===== src/rtl/pupil_centroid_calc.sv =====
// Purpose: per-frame pupil centroid. Thresholds an N-lane pixel stream inside a ROI, accumulates count/X/Y sums, divides at frame end.
// Latency: oVALID pulses SUM_WIDTH+2 cycles after the edge that samples the iFVAL fall; a queued second frame follows its predecessor's DIV_DONE.
// Backpressure: none; the stream is never stalled. One pending result slot, and a newer frame end overwrites it.
module pupil_centroid_calc #(
    parameter int PIXEL_WIDTH = 8,
    parameter int LANES       = 2,
    parameter int COORD_WIDTH = 11,
    parameter int CNT_WIDTH   = 20,
    parameter int SUM_WIDTH   = 31
) (
    input  logic                         CLK,
    input  logic                         RST,
    input  logic                         iFVAL,
    input  logic                         iLVAL,
    input  logic                         iDVAL,
    input  logic [LANES*PIXEL_WIDTH-1:0] iDATA,
    input  logic [PIXEL_WIDTH-1:0]       iTHRESHOLD,
    input  logic                         iPOLARITY,
    input  logic [COORD_WIDTH-1:0]       iROI_X0,
    input  logic [COORD_WIDTH-1:0]       iROI_X1,
    input  logic [COORD_WIDTH-1:0]       iROI_Y0,
    input  logic [COORD_WIDTH-1:0]       iROI_Y1,
    input  logic [CNT_WIDTH-1:0]         iMIN_COUNT,
    output logic                         oBUSY,
    output logic                         oVALID,
    output logic                         oFOUND,
    output logic [COORD_WIDTH-1:0]       oX,
    output logic [COORD_WIDTH-1:0]       oY,
    output logic [CNT_WIDTH-1:0]         oCOUNT
);

    localparam int STEP_W = $clog2(SUM_WIDTH) + 1;

    typedef enum logic {IDLE, ACCUM} acc_state_t;
    typedef enum logic [1:0] {DIV_IDLE, DIV_RUN, DIV_DONE} div_state_t;

    acc_state_t acc_state;
    div_state_t div_state;

    // Stream edge detection
    logic fval_q, lval_q;
    logic fval_rise, fval_fall, lval_fall, frame_end, beat;

    // Accumulator state and per-frame sampled controls
    logic [COORD_WIDTH-1:0] x, y;
    logic                   x_sat;
    logic [CNT_WIDTH-1:0]   count;
    logic [SUM_WIDTH-1:0]   sum_x, sum_y;
    logic [PIXEL_WIDTH-1:0] thr;
    logic                   pol;
    logic [COORD_WIDTH-1:0] roi_x0, roi_x1, roi_y0, roi_y1;

    // Per-beat contributions
    logic [CNT_WIDTH-1:0]   beat_p;
    logic [SUM_WIDTH-1:0]   beat_sx, beat_sy;
    logic [COORD_WIDTH:0]   lane_x;
    logic [PIXEL_WIDTH-1:0] pix;
    logic                   pass;
    logic [CNT_WIDTH:0]     cnt_sum;
    logic [COORD_WIDTH:0]   x_adv;

    // Divider operands, pending slot and datapath
    logic                   div_start;
    logic [CNT_WIDTH-1:0]   op_cnt, pend_cnt;
    logic [SUM_WIDTH-1:0]   op_sx, op_sy, pend_sx, pend_sy;
    logic                   pend_vld;
    logic [CNT_WIDTH-1:0]   rem_x, rem_y;
    logic [SUM_WIDTH-1:0]   quo_x, quo_y;
    logic [STEP_W-1:0]      step;
    logic                   found_q;

    assign fval_rise = iFVAL & ~fval_q;
    assign fval_fall = ~iFVAL & fval_q;
    assign lval_fall = ~iLVAL & lval_q;
    assign frame_end = (acc_state == ACCUM) && fval_fall;
    assign beat      = (acc_state == ACCUM) && iFVAL && iLVAL && iDVAL;

    // One restoring-division step: shift in the next dividend bit, subtract if it fits.
    function automatic logic [CNT_WIDTH+SUM_WIDTH-1:0] div_step(
        input logic [CNT_WIDTH-1:0] rem,
        input logic [SUM_WIDTH-1:0] quo,
        input logic [CNT_WIDTH-1:0] dvs
    );
        logic [CNT_WIDTH:0] trial;
        trial = {rem, quo[SUM_WIDTH-1]};
        if (trial >= {1'b0, dvs}) begin
            trial = trial - {1'b0, dvs};
            return {trial[CNT_WIDTH-1:0], quo[SUM_WIDTH-2:0], 1'b1};
        end
        return {trial[CNT_WIDTH-1:0], quo[SUM_WIDTH-2:0], 1'b0};
    endfunction

    // Qualify each lane of the current beat and sum its contribution
    always_comb begin
        beat_p  = '0;
        beat_sx = '0;
        beat_sy = '0;
        lane_x  = '0;
        pix     = '0;
        pass    = 1'b0;
        for (int k = 0; k < LANES; k++) begin
            lane_x = {1'b0, x} + (COORD_WIDTH+1)'(k);
            pix    = iDATA[k*PIXEL_WIDTH +: PIXEL_WIDTH];
            pass   = pol ? (pix < thr) : (pix >= thr);
            if (beat && pass && !x_sat && !lane_x[COORD_WIDTH] &&
                lane_x[COORD_WIDTH-1:0] >= roi_x0 && lane_x[COORD_WIDTH-1:0] <= roi_x1 &&
                y >= roi_y0 && y <= roi_y1) begin
                beat_p  = beat_p + CNT_WIDTH'(1);
                beat_sx = beat_sx + SUM_WIDTH'(lane_x[COORD_WIDTH-1:0]);
                beat_sy = beat_sy + SUM_WIDTH'(y);
            end
        end
        cnt_sum = {1'b0, count} + {1'b0, beat_p};
        x_adv   = {1'b0, x} + (COORD_WIDTH+1)'(LANES);
    end

    // Accumulator FSM: frame/line tracking, coordinate counters and sums
    always_ff @(posedge CLK) begin
        if (RST) begin
            acc_state <= IDLE;
            // Held high so a frame already in progress after reset is not seen as a new rise.
            fval_q    <= 1'b1;
            lval_q    <= 1'b0;
            x         <= '0;
            y         <= '0;
            x_sat     <= 1'b0;
            count     <= '0;
            sum_x     <= '0;
            sum_y     <= '0;
            thr       <= '0;
            pol       <= 1'b0;
            roi_x0    <= '0;
            roi_x1    <= '0;
            roi_y0    <= '0;
            roi_y1    <= '0;
        end else begin
            fval_q <= iFVAL;
            lval_q <= iLVAL;
            case (acc_state)
                IDLE: begin
                    if (fval_rise) begin
                        x         <= '0;
                        y         <= '0;
                        x_sat     <= 1'b0;
                        count     <= '0;
                        sum_x     <= '0;
                        sum_y     <= '0;
                        thr       <= iTHRESHOLD;
                        pol       <= iPOLARITY;
                        roi_x0    <= iROI_X0;
                        roi_x1    <= iROI_X1;
                        roi_y0    <= iROI_Y0;
                        roi_y1    <= iROI_Y1;
                        acc_state <= ACCUM;
                    end
                end
                ACCUM: begin
                    if (fval_fall) begin
                        acc_state <= IDLE;
                    end else begin
                        if (beat) begin
                            count <= cnt_sum[CNT_WIDTH] ? '1 : cnt_sum[CNT_WIDTH-1:0];
                            sum_x <= sum_x + beat_sx;
                            sum_y <= sum_y + beat_sy;
                            if (x_adv[COORD_WIDTH]) begin
                                x     <= '1;
                                x_sat <= 1'b1;
                            end else begin
                                x <= x_adv[COORD_WIDTH-1:0];
                            end
                        end
                        if (lval_fall) begin
                            x     <= '0;
                            x_sat <= 1'b0;
                            y     <= (y == '1) ? y : y + COORD_WIDTH'(1);
                        end
                    end
                end
                default: acc_state <= IDLE;
            endcase
        end
    end

    // Divider FSM: operand capture/queueing, X and Y long division in parallel, result update
    always_ff @(posedge CLK) begin
        if (RST) begin
            div_state <= DIV_IDLE;
            div_start <= 1'b0;
            op_cnt    <= '0;
            op_sx     <= '0;
            op_sy     <= '0;
            pend_vld  <= 1'b0;
            pend_cnt  <= '0;
            pend_sx   <= '0;
            pend_sy   <= '0;
            rem_x     <= '0;
            rem_y     <= '0;
            quo_x     <= '0;
            quo_y     <= '0;
            step      <= '0;
            found_q   <= 1'b0;
            oBUSY     <= 1'b0;
            oVALID    <= 1'b0;
            oFOUND    <= 1'b0;
            oX        <= '0;
            oY        <= '0;
            oCOUNT    <= '0;
        end else begin
            div_start <= 1'b0;
            oVALID    <= 1'b0;
            case (div_state)
                DIV_IDLE: begin
                    if (div_start) begin
                        rem_x     <= '0;
                        rem_y     <= '0;
                        quo_x     <= op_sx;
                        quo_y     <= op_sy;
                        step      <= '0;
                        found_q   <= (op_cnt != '0) && (op_cnt >= iMIN_COUNT);
                        oBUSY     <= 1'b1;
                        div_state <= DIV_RUN;
                    end
                end
                DIV_RUN: begin
                    // A gated result skips the arithmetic but keeps the fixed cycle count.
                    if (found_q) begin
                        {rem_x, quo_x} <= div_step(rem_x, quo_x, op_cnt);
                        {rem_y, quo_y} <= div_step(rem_y, quo_y, op_cnt);
                    end
                    step <= step + STEP_W'(1);
                    if (step == STEP_W'(SUM_WIDTH - 1)) begin
                        oBUSY     <= 1'b0;
                        div_state <= DIV_DONE;
                    end
                end
                DIV_DONE: begin
                    oVALID <= 1'b1;
                    oCOUNT <= op_cnt;
                    oFOUND <= found_q;
                    if (found_q) begin
                        oX <= quo_x[COORD_WIDTH-1:0];
                        oY <= quo_y[COORD_WIDTH-1:0];
                    end
                    if (pend_vld) begin
                        op_cnt    <= pend_cnt;
                        op_sx     <= pend_sx;
                        op_sy     <= pend_sy;
                        pend_vld  <= 1'b0;
                        div_start <= 1'b1;
                    end
                    div_state <= DIV_IDLE;
                end
                default: div_state <= DIV_IDLE;
            endcase
            // Frame end goes straight to the operands when the divider can take it, else to the pending slot.
            if (frame_end) begin
                if ((div_state == DIV_IDLE && !div_start) || (div_state == DIV_DONE && !pend_vld)) begin
                    op_cnt    <= count;
                    op_sx     <= sum_x;
                    op_sy     <= sum_y;
                    div_start <= 1'b1;
                end else begin
                    pend_cnt <= count;
                    pend_sx  <= sum_x;
                    pend_sy  <= sum_y;
                    pend_vld <= 1'b1;
                end
            end
        end
    end

endmodule


===== config.mk =====
export PLATFORM = sky130hd
export DESIGN_NAME = pupil_centroid_calc
export DESIGN_NICKNAME = d
export VERILOG_FILES = /design/src/rtl/pupil_centroid_calc.sv
export SDC_FILE = /design/constraint.sdc
export NUM_CORES = 1
export LEC_CHECK = 0
export CAP_MARGIN = 20
export CORE_MARGIN = 5
export CORE_UTILIZATION = 25
export DETAILED_ROUTE_END_ITERATION = 10
export GPL_TIMING_DRIVEN = 0
export HOLD_SLACK_MARGIN = 0.08
export PLACE_DENSITY_LB_ADDON = 0.08
export RECOVER_POWER = 50
export SETUP_SLACK_MARGIN = 0.1
export SLEW_MARGIN = 20
export SYNTH_ARGS = -nofsm -noshare
export SYNTH_HDL_FRONTEND = slang
export SYNTH_SLANG_ARGS = --single-unit

===== constraint.sdc =====
create_clock -name CLK -period 5.5 [get_ports CLK]
set_input_delay 0.55 -clock CLK [delete_from_list [all_inputs] [get_ports CLK]]
set_output_delay 0.55 -clock CLK [all_outputs]
set_load 0.005 [all_outputs]

==> results of run 1 <==
cell families after synthesis:
family	Yosys count	synth area share
and+or+nand+nor	1347	0.226
AOI/OAI and AO/OA	797	0.199
DFF	483	0.378
buffers and inverters	344	0.0519
adders and majority gates	194	0.0967
xor gates and xnor gates	100	0.0342
muxes	34	0.0134
other	1	0.000147
cell usage in the layout, fill, tap and decap left out, types with 63 or more instances in the layout:
master,synthesis,routed
sky130_fd_sc_hd__nor2_1,282,273
sky130_fd_sc_hd__clkbuf_16,0,63
sky130_fd_sc_hd__clkbuf_1,184,193
sky130_fd_sc_hd__ha_1,188,161
sky130_fd_sc_hd__a311oi_1,143,143
sky130_fd_sc_hd__clkdlybuf4s50_1,0,91
sky130_fd_sc_hd__o21ai_0,123,112
sky130_fd_sc_hd__nand2_1,705,700
sky130_fd_sc_hd__inv_1,135,130
sky130_fd_sc_hd__dfxtp_1,483,463
sky130_fd_sc_hd__a21oi_1,319,305
sky130_fd_sc_hd__nand3_1,129,123
state kept, by name, summed over array words and instances, names as in the netlist, 20 cells and up:
register	flops
pend_sx	31
quo_y	31
oCOUNT	20
pend_sy	31
quo_x	31
sum_x	31
rem_y	20
op_cnt	20
op_sy	31
sum_y	31
count	20
rem_x	20
pend_cnt	20
op_sx	31
metrics by stage:
step                      cell area [um^2]  cells   util  setup WS [ns]
after detailed placement             28700   4807  0.282          -2.07
final                                32400   4985  0.318         -0.174
after global placement               28700   4805  0.282          -2.19
after global routing                 32300   4982  0.318         -0.428
after CTS                            32000   4975  0.315         -0.143
after floorplan                      25600   3300      -         0.0736
critical path: cells and delay by family (launching register included):
family / cells / cell delay [ns]
fa+ha+maj: 3 / 0.74
compound gates: 13 / 2.35
xor+xnor: 2 / 0.23
flops: 1 / 0.35
simple gates: 7 / 1.12
buf+inv: 5 / 0.71
how the worst max path moves through the flow:
stage | from | end | cells after the start | slack, ns
CTS | roi_x1[8] | sum_x[24] | 31 | -0.14
detailed placement | x[1] | count[0] | 26 | -2.07
floorplan | iDATA[1] | sum_x[25] | 28 | 0.07
global placement | x[1] | count[0] | 26 | -2.19
global route | x[8] | sum_x[22] | 31 | -0.43
finish | x[2] | sum_x[24] | 30 | -0.17
layout make-up:
| class | count | area [um^2] | area share |
|---|---|---|---|
| Multi-Input combinational cell | 2475 | 15600 | 0.482 |
| Antenna cell | 3 | 7.51 | 0.000232 |
| Buffer | 208 | 890 | 0.0275 |
| Clock buffer | 94 | 1820 | 0.0563 |
| Clock inverter | 18 | 176 | 0.00545 |
| Tap cell | 1368 | 1710 | 0.0529 |
| Sequential cell | 483 | 9720 | 0.300 |
| Timing Repair Buffer | 201 | 1930 | 0.0595 |
| Inverter | 135 | 518 | 0.0160 |
metal layers:
metal | global-route usage | vias to the layer above | part of all wire
met4 | 0.0604 | 0 | 0.034
li1 | - | 12035 | -
met2 | 0.298 | 366 | 0.48
met5 | 0 | - | 0
met3 | 0.0226 | 141 | 0.035
met1 | 0.224 | 11150 | 0.45
power breakdown:
| group | switching [mW] | internal (mW) | total, mW |
|---|---|---|---|
| clock | 1.66 | 2.40 | 4.06 |
| combinational | 0.391 | 0.271 | 0.662 |
| sequential | 0.0256 | 3.53 | 3.55 |
repair_timing:
action | CTS | global route
endpoints found under the hold margin | 0 | 0
pin swaps | 70 | 43
gates cloned | 5 | 0
gates resized for setup | 188 | 48
setup endpoints to repair | 78 | 65
setup buffers | 52 | 8
==> impl_results.md, run 1 <==
* Most area-hungry cell type in the Yosys netlist: sky130_fd_sc_hd__dfxtp_1
* Slew HR at 0.225
* Core Box Area at 102000 um^2
* Initial antenna violation count at 2
* Vias at 23692
* Top area cells in the synthesized netlist: sky130_fd_sc_hd__dfxtp_1 38%, sky130_fd_sc_hd__nand2_1 10%, sky130_fd_sc_hd__ha_1 9.2%
* Setup repair after global routing missed its margin: yes
* Slowest CP cell: sky130_fd_sc_hd__a2111oi_4
* Final-layout setup total negative slack at -2.13 ns
* Die W at 330 um
* Peak supply drop at 0.281 mV
* Worst Setup Slack, final at -0.174 ns
* Cell area after synthesis at 25600 um^2
* Leading post-synthesis cells by instance count: 705 x sky130_fd_sc_hd__nand2_1, 483 x sky130_fd_sc_hd__dfxtp_1, 319 x sky130_fd_sc_hd__a21oi_1, 282 x sky130_fd_sc_hd__nor2_1, 188 x sky130_fd_sc_hd__ha_1
* Final count of pins violating max slew at 0
* Clock sink count at between 400 and 500
* Worst Tran Pin Value at 1.16 ns
* Launch point of the worst hold path: iFVAL
* Max stage delay on crit path at 0.39 ns
* Ports placed on the boundary at 139
* Clk Latency, worst-skew pair at about 0.66 ns
* Violated checks: negative setup slack
* Post-Route WL at 96.6 mm
* Cell at the root of the clock tree: sky130_fd_sc_hd__clkbuf_16
* Clock transition time at the flip-flop clock pins of the worst setup and hold paths at around 0.06 ns
* Effective utilization at floorplan at 0.251
* Distinct cell type count of the synthesized netlist at 72
* Leading cell type by number of instances after synthesis: sky130_fd_sc_hd__nand2_1
* Global-route wire length before repair at 146 mm
* Required time of the worst setup path at 6.02 ns
* Total leakage power at 11.9 nW
* Final Skew at 0.0181 ns
* Syn Inst Count at between 3000 and 4000
* Outcome: finished, violations left
* Synth-to-Final Area Change at 26.5%
* Number of vias per cell at 4.75
* Global-route usage over all layers at 0.173
* Kind of end point of the critical path: flip-flop
* Number of synthesis warnings at 0
* Arrival time worst endpoint at 6.19 ns
* Avg WL per Cell at 19.4 um
* Worst hold slack after final layout at ~0.21 ns
* Worst hold path class: input pin to flip-flop
* Maximum number of pins on one net before global-route repair at 16
* Number of synthesized flops with an enable pin at 0
* H-tree level count at 2
* Hpwl dp at 71.4 mm
* Antenna Violating Nets Remaining at 0
* Power density normalized to cell area at 256 nW/um^2
* Tcrit/Tclk final at 1.03
* Class of the most critical setup path: flip-flop to flip-flop
* Global-route congestion overflow total at 0
* CP dominant cell by count: sky130_fd_sc_hd__a21oi_2
* Leading register cell type out of synthesis: sky130_fd_sc_hd__dfxtp_1
* Floorplan row count at 117
* Layout cell share with drive strength beyond 1 at 0.0966
* Maximum fanout along the worst path at 8
* I/O Buffers at between 100 and 150
* Post-route DRC at 0
* Via count of the first global-routing pass at 24091
* Number of failing hold endpoints at the final stage at 0
* Share of Yosys cell area claimed by the top area cell type at 0.378
* Number of maximum-capacitance violations at 0
* Cell depth of the worst flop-to-flop path at 30
* Hold-critical path endpoint: fval_q
* Die height at between 300 and 400 um
* Setup slack of the worst register-to-register path at -0.17 ns
* Clock tree from TritonCTS: yes
* Max Freq at 176 MHz
* Layout filler cell count at approximately 11000
* Sequential-to-total area share from yosys stat at 0.378
* GP Congestion at approximately 0.81
* Source of the worst register-to-register timing path: x[2]
* Kind of launch point of the worst setup path: flip-flop
* Worst reg2reg path endpoint: sum_x[24]
* Area enclosed by the die boundary at 109000 um^2
* Async set-or-reset flop fraction in the synthesized netlist at 0
* Worst hold path cell count at 2
* Synthesized area divided by synthesized cell count at 7.75 um^2
* Final layout net count at 3853
* Net count after synthesis at 3588
* Flip-flop and latch count after synthesis at 483
* Final critical delay including setup and external delays at 5.67 ns
* Initial drt markers at 1091
* First-pass iteration count of the detailed router at 5
* Number of clock buffers inserted by TritonCTS at 61
* Endpoints failing setup at 21
* Count of hold-fix buffers inserted at cts at 0
* Post-layout power at 8.28 mW
* Maximum number of buffers from clock root to sink at 3
Power figures use the tool's default switching activity.
==> inputs of run 2 (changes only) <==
Settings changed: CELL_PAD_IN_SITES_DETAIL_PLACEMENT from default to 1, CELL_PAD_IN_SITES_GLOBAL_PLACEMENT from default to 2, REMOVE_ABC_BUFFERS from default to 1.
==> impl_results.md, run 2 (synthesized netlist as in run 1, its figures left out) <==
* Outcome: finished, violations left
* Violated checks: max-capacitance violations, max-slew violations
* Total leakage power at 12.0 nW (+0.73%)
* Dpl ws at -2.67 ns (-0.605 ns)
* Maximum number of pins on one net before global-route repair at 116 (+100)
* Kind of launch point of the worst setup path: flip-flop
* First-pass iteration count of the detailed router at 6 (+1)
* Effective utilization at floorplan at 0.251 (unchanged)
* Post-Route WL at 91.5 mm (-5.3%)
* Most common library cell in the layout ignoring fill and taps: sky130_fd_sc_hd__nand2_1
* Final Skew at 0.0225 ns (+0.00439 ns)
* CP dominant cell by count: sky130_fd_sc_hd__ha_4
* Source of the worst register-to-register timing path: x[0]
* Tcrit/Tclk final at 0.998 (-0.0332)
* GP Congestion at 0.778 (-4.5%)
* Peak supply drop at 0.168 mV (-40%)
* Global-route usage over all layers at 0.163 (-0.0104)
* Kind of end point of the critical path: flip-flop
* Power density normalized to cell area at 266 nW/um^2 (+4.1%)
* Slowest CP cell: sky130_fd_sc_hd__dfxtp_4
* Number of failing hold endpoints at the final stage at 0 (unchanged)
* Highest signal layer in the routed design: met4
* Leading cell types in the layout, fill and taps excluded: 702 x sky130_fd_sc_hd__nand2_1, 459 x sky130_fd_sc_hd__dfxtp_1, 303 x sky130_fd_sc_hd__a21oi_1, 273 x sky130_fd_sc_hd__nor2_1, 164 x sky130_fd_sc_hd__ha_1
* Initial antenna violation count at 1 (-1)
* Ports placed on the boundary at 139 (unchanged)
* CP top delay family: compound AO/OA/AOI/OAI gates
* Vias at 23859 (+0.70%)
* Setup crit start: x[0]
* Worst Tran Pin Value at 2.35 ns (+1.19 ns)
* Launch point of the worst hold path: iLVAL
* Die W at 330 um (unchanged)
* Setup repair after global routing missed its margin: yes
* Global-route wire length before repair at 142 mm (-2.8%)
* Layout Cell Area excl Fill at 32400 um^2 (+0.14%)
* Final count of pins violating max slew at 350 (+350)
* Class of the most critical setup path: flip-flop to flip-flop
* Number of clock buffers inserted by TritonCTS at 66 (+8.2%)
* Multi-input combinational cell area at 15500 um^2 (-0.29%)
* Avg WL per Cell at 18.9 um (-2.4%)
* H-tree level count at 3 (+1)
* Combined flip-flop and latch cell area at 9740 um^2 (+0.21%)
* Worst hold path class: input pin to flip-flop
* Number of maximum-capacitance violations at 8 (+8)
* Via count of the first global-routing pass at 24794 (+2.9%)
* Synth-to-Final Area Change at 26.7%
* Die height at 330 um (unchanged)
* Clock transition time at the flip-flop clock pins of the worst setup and hold paths at 0.06 ns (about the same)
* Post-layout power at 8.63 mW (+4.3%)
* Cell at the root of the clock tree: sky130_fd_sc_hd__clkbuf_16
* Dpl cell area at 28800 um^2 (+0.34%)
* Layout filler cell count at 11923 (+7.8%)
* Number of vias per cell at 4.93 (+3.8%)
* Clock tree from TritonCTS: yes
* Final-layout setup total negative slack at 0 ns (+2.13 ns)
* Max stage delay on crit path at 0.39 ns (about the same)
* Max Freq at 182 MHz (+3.3%)
* Clock sink count at 483 (unchanged)
* Final layout net count at 3707 (-3.8%)
* Area enclosed by the die boundary at 109000 um^2 (unchanged)
* Initial drt markers at 826 (-24%)
* Worst Setup Slack, final at 0.00834 ns (+0.183 ns)
* Maximum fanout along the worst path at 6 (-2)
* Final critical delay including setup and external delays at 5.49 ns (-0.183 ns)
* Core Box Area at 102000 um^2 (unchanged)
* Maximum number of buffers from clock root to sink at 3 (unchanged)
* Layout Cells excl Fill at 4838 (-2.9%)
* Required time of the worst setup path at 5.97 ns (-0.05 ns)
* Floorplan row count at 117 (unchanged)
* Antenna Violating Nets Remaining at 0 (unchanged)
* Layout cell share with drive strength beyond 1 at 0.112 (+0.0153)
* Clk Latency, worst-skew pair at 0.62 ns (-0.04 ns)
* Wl on met1 at 43.4 mm (-0.94%)
* Hpwl dp at 62.5 mm (-12%)
* Number of buffer and inverter stages on the critical path at 3 (-2)
* Post-route DRC at 0 (unchanged)
* Slew HR at -0.570 (-0.795)
* Global-route congestion overflow total at 0 (unchanged)
* Total instance count after detailed placement at 4637 (-3.5%)
* Endpoints failing setup at 0 (-100%)
* Arrival time worst endpoint at 5.96 ns (-0.23 ns)
* I/O Buffers at 138 (+0.73%)
* Routed wl met3 at 2.63 mm (-23%)
* Met2 Routed Length at 43.5 mm (-5.6%)
## run 2: final cells by class
type | instances | share of cell area
diodes | 2 | 0.000154
inverters | 135 | 0.0158
well taps | 1368 | 0.0528
repair buffers | 259 | 0.0830
flip-flops and latches | 483 | 0.301
clock inverters | 16 | 0.00757
multi-input cells | 2474 | 0.480
clock buffers | 101 | 0.0604
## run 2: worst paths after layout
path	endpoint	depth (start not counted)	slack, ns
setup / recovery	sum_x[29]	28	0.008
hold / removal	lval_q	2	0.33
setup reg to reg	sum_x[29]	28	0.008
hold reg to reg	oY[7]	2	0.45
## run 2: worst reg2reg max path, delay by kind of cell (launching register included)
family | cells | cell delay (ns)
AOI/OAI and AO/OA | 12 | 2.40
and+or+nand+nor | 8 | 1.07
adders and majority gates | 3 | 0.72
buffers and inverters | 3 | 0.50
DFF | 1 | 0.39
xor gates and xnor gates | 2 | 0.28
## run 2: repair_timing
item | 4_1_cts | 5_1_grt
buffers inserted | 46 | 33
cloned | 2 | 1
pin swaps | 45 | 70
hold buffers | 0 | 0
setup endpoints to repair | 78 | 60
resized for setup | 146 | 74
endpoints found under the hold margin | 0 | 0
## run 2: power by group
| part | internal [mW] | switching [mW] | leakage [nW] | total, mW |
|---|---|---|---|---|
| logic | 0.283 | 0.365 | 7.05 | 0.647 |
| clock network | 2.69 | 1.74 | 1.08 | 4.43 |
| registers | 3.52 | 0.0248 | 3.91 | 3.55 |
## run 2: routing by layer
layer / vias to the layer above / track usage
met3: 102 / 0.0236
met4: 0 / 0.0433
met5: - / 0
met1: 11790 / 0.218
li1: 11711 / -
met2: 256 / 0.276
## run 2: metrics by stage
step	utilization	hold WS, ns
after floorplan	-	0.417
after global placement	0.274	0.426
after detailed placement	0.283	0.447
after CTS	0.315	0.349
after global routing	0.318	0.324
final	0.318	0.332
==> inputs of run 3 (changes only) <==
Settings changed: CORE_ASPECT_RATIO from default to 0.7.
==> impl_results.md, run 3 (synthesized netlist as in run 1, its figures left out) <==
* Outcome: finished, violations left
* Violated checks: max-capacitance violations, max-slew violations, negative setup slack
* Layout filler cell count at 12053 (+1.1%)
* GP Congestion at 0.812 (+4.3%)
* Leading cell types in the layout, fill and taps excluded: 701 x sky130_fd_sc_hd__nand2_1, 464 x sky130_fd_sc_hd__dfxtp_1, 305 x sky130_fd_sc_hd__a21oi_1, 275 x sky130_fd_sc_hd__nor2_1, 167 x sky130_fd_sc_hd__ha_1
* I/O Buffers at 138 (unchanged)
* Number of vias per cell at 4.94 (about the same)
* Class of the most critical setup path: flip-flop to flip-flop
* Clock sink count at 483 (unchanged)
* Clock tree from TritonCTS: yes
* Clk Latency, worst-skew pair at 0.63 ns (about the same)
* Area enclosed by the die boundary at 109000 um^2 (about the same)
* H-tree level count at 2 (-1)
* Global-route usage over all layers at 0.164 (+0.000923)
* Setup slack of the worst register-to-register path at -0.02 ns (-0.03 ns)
* Worst reg2reg path endpoint: sum_x[25]
* Post-route DRC at 0 (unchanged)
* Effective utilization at floorplan at 0.251 (about the same)
* Die W at 392 um (+19%)
* Layout Cell Area excl Fill at 31900 um^2 (-1.5%)
* Count of hold-fix buffers inserted at cts at 0 (unchanged)
* Floorplan row count at 98 (-16%)
* Synth-to-Final Area Change at 24.8%
* Kind of launch point of the worst setup path: flip-flop
* Endpoints failing setup at 2 (+2)
* CP top delay family: compound AO/OA/AOI/OAI gates
* Max stage delay on crit path at 0.38 ns (about the same)
* Worst Tran Pin Value at 3.28 ns (+0.923 ns)
* Post-layout power at 8.10 mW (-6.2%)
* Total leakage power at 11.8 nW (-1.7%)
* Number of failing hold endpoints at the final stage at 0 (unchanged)
* Most common library cell in the layout ignoring fill and taps: sky130_fd_sc_hd__nand2_1
* Global-route congestion overflow total at 0 (unchanged)
* Kind of end point of the critical path: flip-flop
* Hold-critical path endpoint: rem_y[19]
* Post-Route WL at 91.6 mm (+0.12%)
* Ports placed on the boundary at 139 (unchanged)
* Max Freq at 181 MHz (-0.52%)
* Tcrit/Tclk final at 1.00 (+0.00525)
* Cell depth of the worst flop-to-flop path at 27 (-3.6%)
* Peak supply drop at 0.223 mV (+33%)
* Final count of pins violating max slew at 213 (-39%)
* Global-route wire length before repair at 144 mm (+0.99%)
* Vias at 23670 (-0.79%)
* Slowest CP cell: sky130_fd_sc_hd__dfxtp_4
* Maximum number of pins on one net before global-route repair at 93 (-20%)
* Via count of the first global-routing pass at 24550 (-0.98%)
* Worst hold path cell count at 2 (unchanged)
* Number of maximum-capacitance violations at 5 (-3)
* Required time of the worst setup path at 5.98 ns (about the same)
* Layout cell share with drive strength beyond 1 at 0.104 (-0.00822)
* Worst Setup Slack, final at -0.0206 ns (-0.0289 ns)
* Antenna Violating Nets Remaining at 0 (unchanged)
* Launch point of the worst hold path: rem_y[19]
* Maximum fanout along the worst path at 11 (+5)
* Maximum number of buffers from clock root to sink at 3 (unchanged)
* Worst hold path class: flip-flop to flip-flop
* Core Box Area at 102000 um^2 (about the same)
* Number of buffer and inverter stages on the critical path at 1 (-2)
* Die height at 278 um (-16%)
* Power density normalized to cell area at 254 nW/um^2 (-4.8%)
* Setup repair after global routing missed its margin: yes
* Final layout net count at 3687 (-0.54%)
* First-pass iteration count of the detailed router at 7 (+1)
* Slew HR at -1.19 (-0.615)
* Avg WL per Cell at 19.1 um (+1.0%)
* Initial drt markers at 1014 (+23%)
* Arrival time worst endpoint at 6.00 ns (+0.04 ns)
* Number of clock buffers inserted by TritonCTS at 56 (-15%)
* Clock transition time at the flip-flop clock pins of the worst setup and hold paths at 0.06 ns (about the same)
* Initial antenna violation count at 2 (+1)
* Final Skew at 0.0157 ns (-0.00677 ns)
* Cell at the root of the clock tree: sky130_fd_sc_hd__clkbuf_16
* Final critical delay including setup and external delays at 5.52 ns (+0.0289 ns)
* Dpl cell area at 28800 um^2 (-0.11%)
* Hpwl dp at 63.0 mm (+0.81%)
* Source of the worst register-to-register timing path: x[8]
[run 3: changes by cell type in the layout (fill, tap and decap cells not counted), moves of 5 or more]
cell	before	now
sky130_fd_sc_hd__a21oi_2	15	10
sky130_fd_sc_hd__buf_4	69	63
sky130_fd_sc_hd__clkbuf_1	30	20
sky130_fd_sc_hd__clkbuf_16	68	57
sky130_fd_sc_hd__clkinv_2	5	16
sky130_fd_sc_hd__dfxtp_1	459	464
sky130_fd_sc_hd__ha_2	2	8
sky130_fd_sc_hd__ha_4	22	13
[run 3: where the power goes]
group          leakage, nW  switching [mW]  internal (mW)  total, mW
registers             3.91          0.0262           3.52       3.55
clock network        0.942            1.60           2.30       3.90
logic                 6.98           0.374          0.275      0.649
total                 11.8            2.00           6.09       8.10
[run 3: cell type report]
cell class | instances | area [um^2] | share of cell area
inverters | 135 | 509 | 0.0160
clock buffers | 79 | 1600 | 0.0500
repair buffers | 247 | 2650 | 0.0831
well taps | 1350 | 1690 | 0.0529
multi-input cells | 2476 | 15500 | 0.484
diodes | 2 | 5.00 | 0.000157
flip-flops and latches | 483 | 9730 | 0.305
clock inverters | 24 | 285 | 0.00894
[run 3: what timing repair did]
| action | 4_1_cts | 5_1_grt |
|---|---|---|
| pin swaps | 37 | 29 |
| buffers inserted | 45 | 20 |
| setup endpoints to repair | 78 | 63 |
| gates cloned | 2 | 3 |
| resized for setup | 136 | 57 |
[run 3: worst max-delay path by stage]
stage                  from         to  slack, ns  depth (start not counted)
2_1_floorplan  div_state[1]  op_cnt[0]      -1.47                          4
3_3_place_gp            RST  rem_x[19]     -20.45                          3
3_5_place_dp          iFVAL  sum_x[25]      -3.11                         25
4_1_cts                x[8]  sum_x[25]      -0.02                         27
5_1_grt                y[0]  sum_x[29]      -0.28                         28
6_report               x[8]  sum_x[25]      -0.02                         27
[run 3: through the flow]
stage	util	setup TNS [ns]	hold slack, ns	instances	setup slack (ns)
finish	0.314	-0.0314	0.448	4796	-0.0206
global route	0.314	-25.91	0.457	4796	-0.276
CTS	0.310	-0.0604	0.236	4771	-0.0234
detailed placement	0.283	-144.37	0.444	4621	-3.11
global placement	0.273	-4683.72	0.425	4579	-20.45
floorplan	-	-167.48	0.417	3091	-1.47
[run 3: worst reg2reg max path, delay by kind of cell (launching register included)]
kind | cells | cell delay (ns)
xor gates and xnor gates | 2 | 0.24
and+or+nand+nor | 6 | 0.87
buffers and inverters | 1 | 0.15
DFF | 1 | 0.38
adders and majority gates | 3 | 0.72
AOI/OAI and AO/OA | 15 | 3.01
[run 3: routing by layer]
metal	share of wire	routed length [um]	track usage
met3	0.028	2520	0.0207
met5	0	0	0
met1	0.54	49500	0.249
met2	0.41	37800	0.245
met4	0.019	1750	0.0371
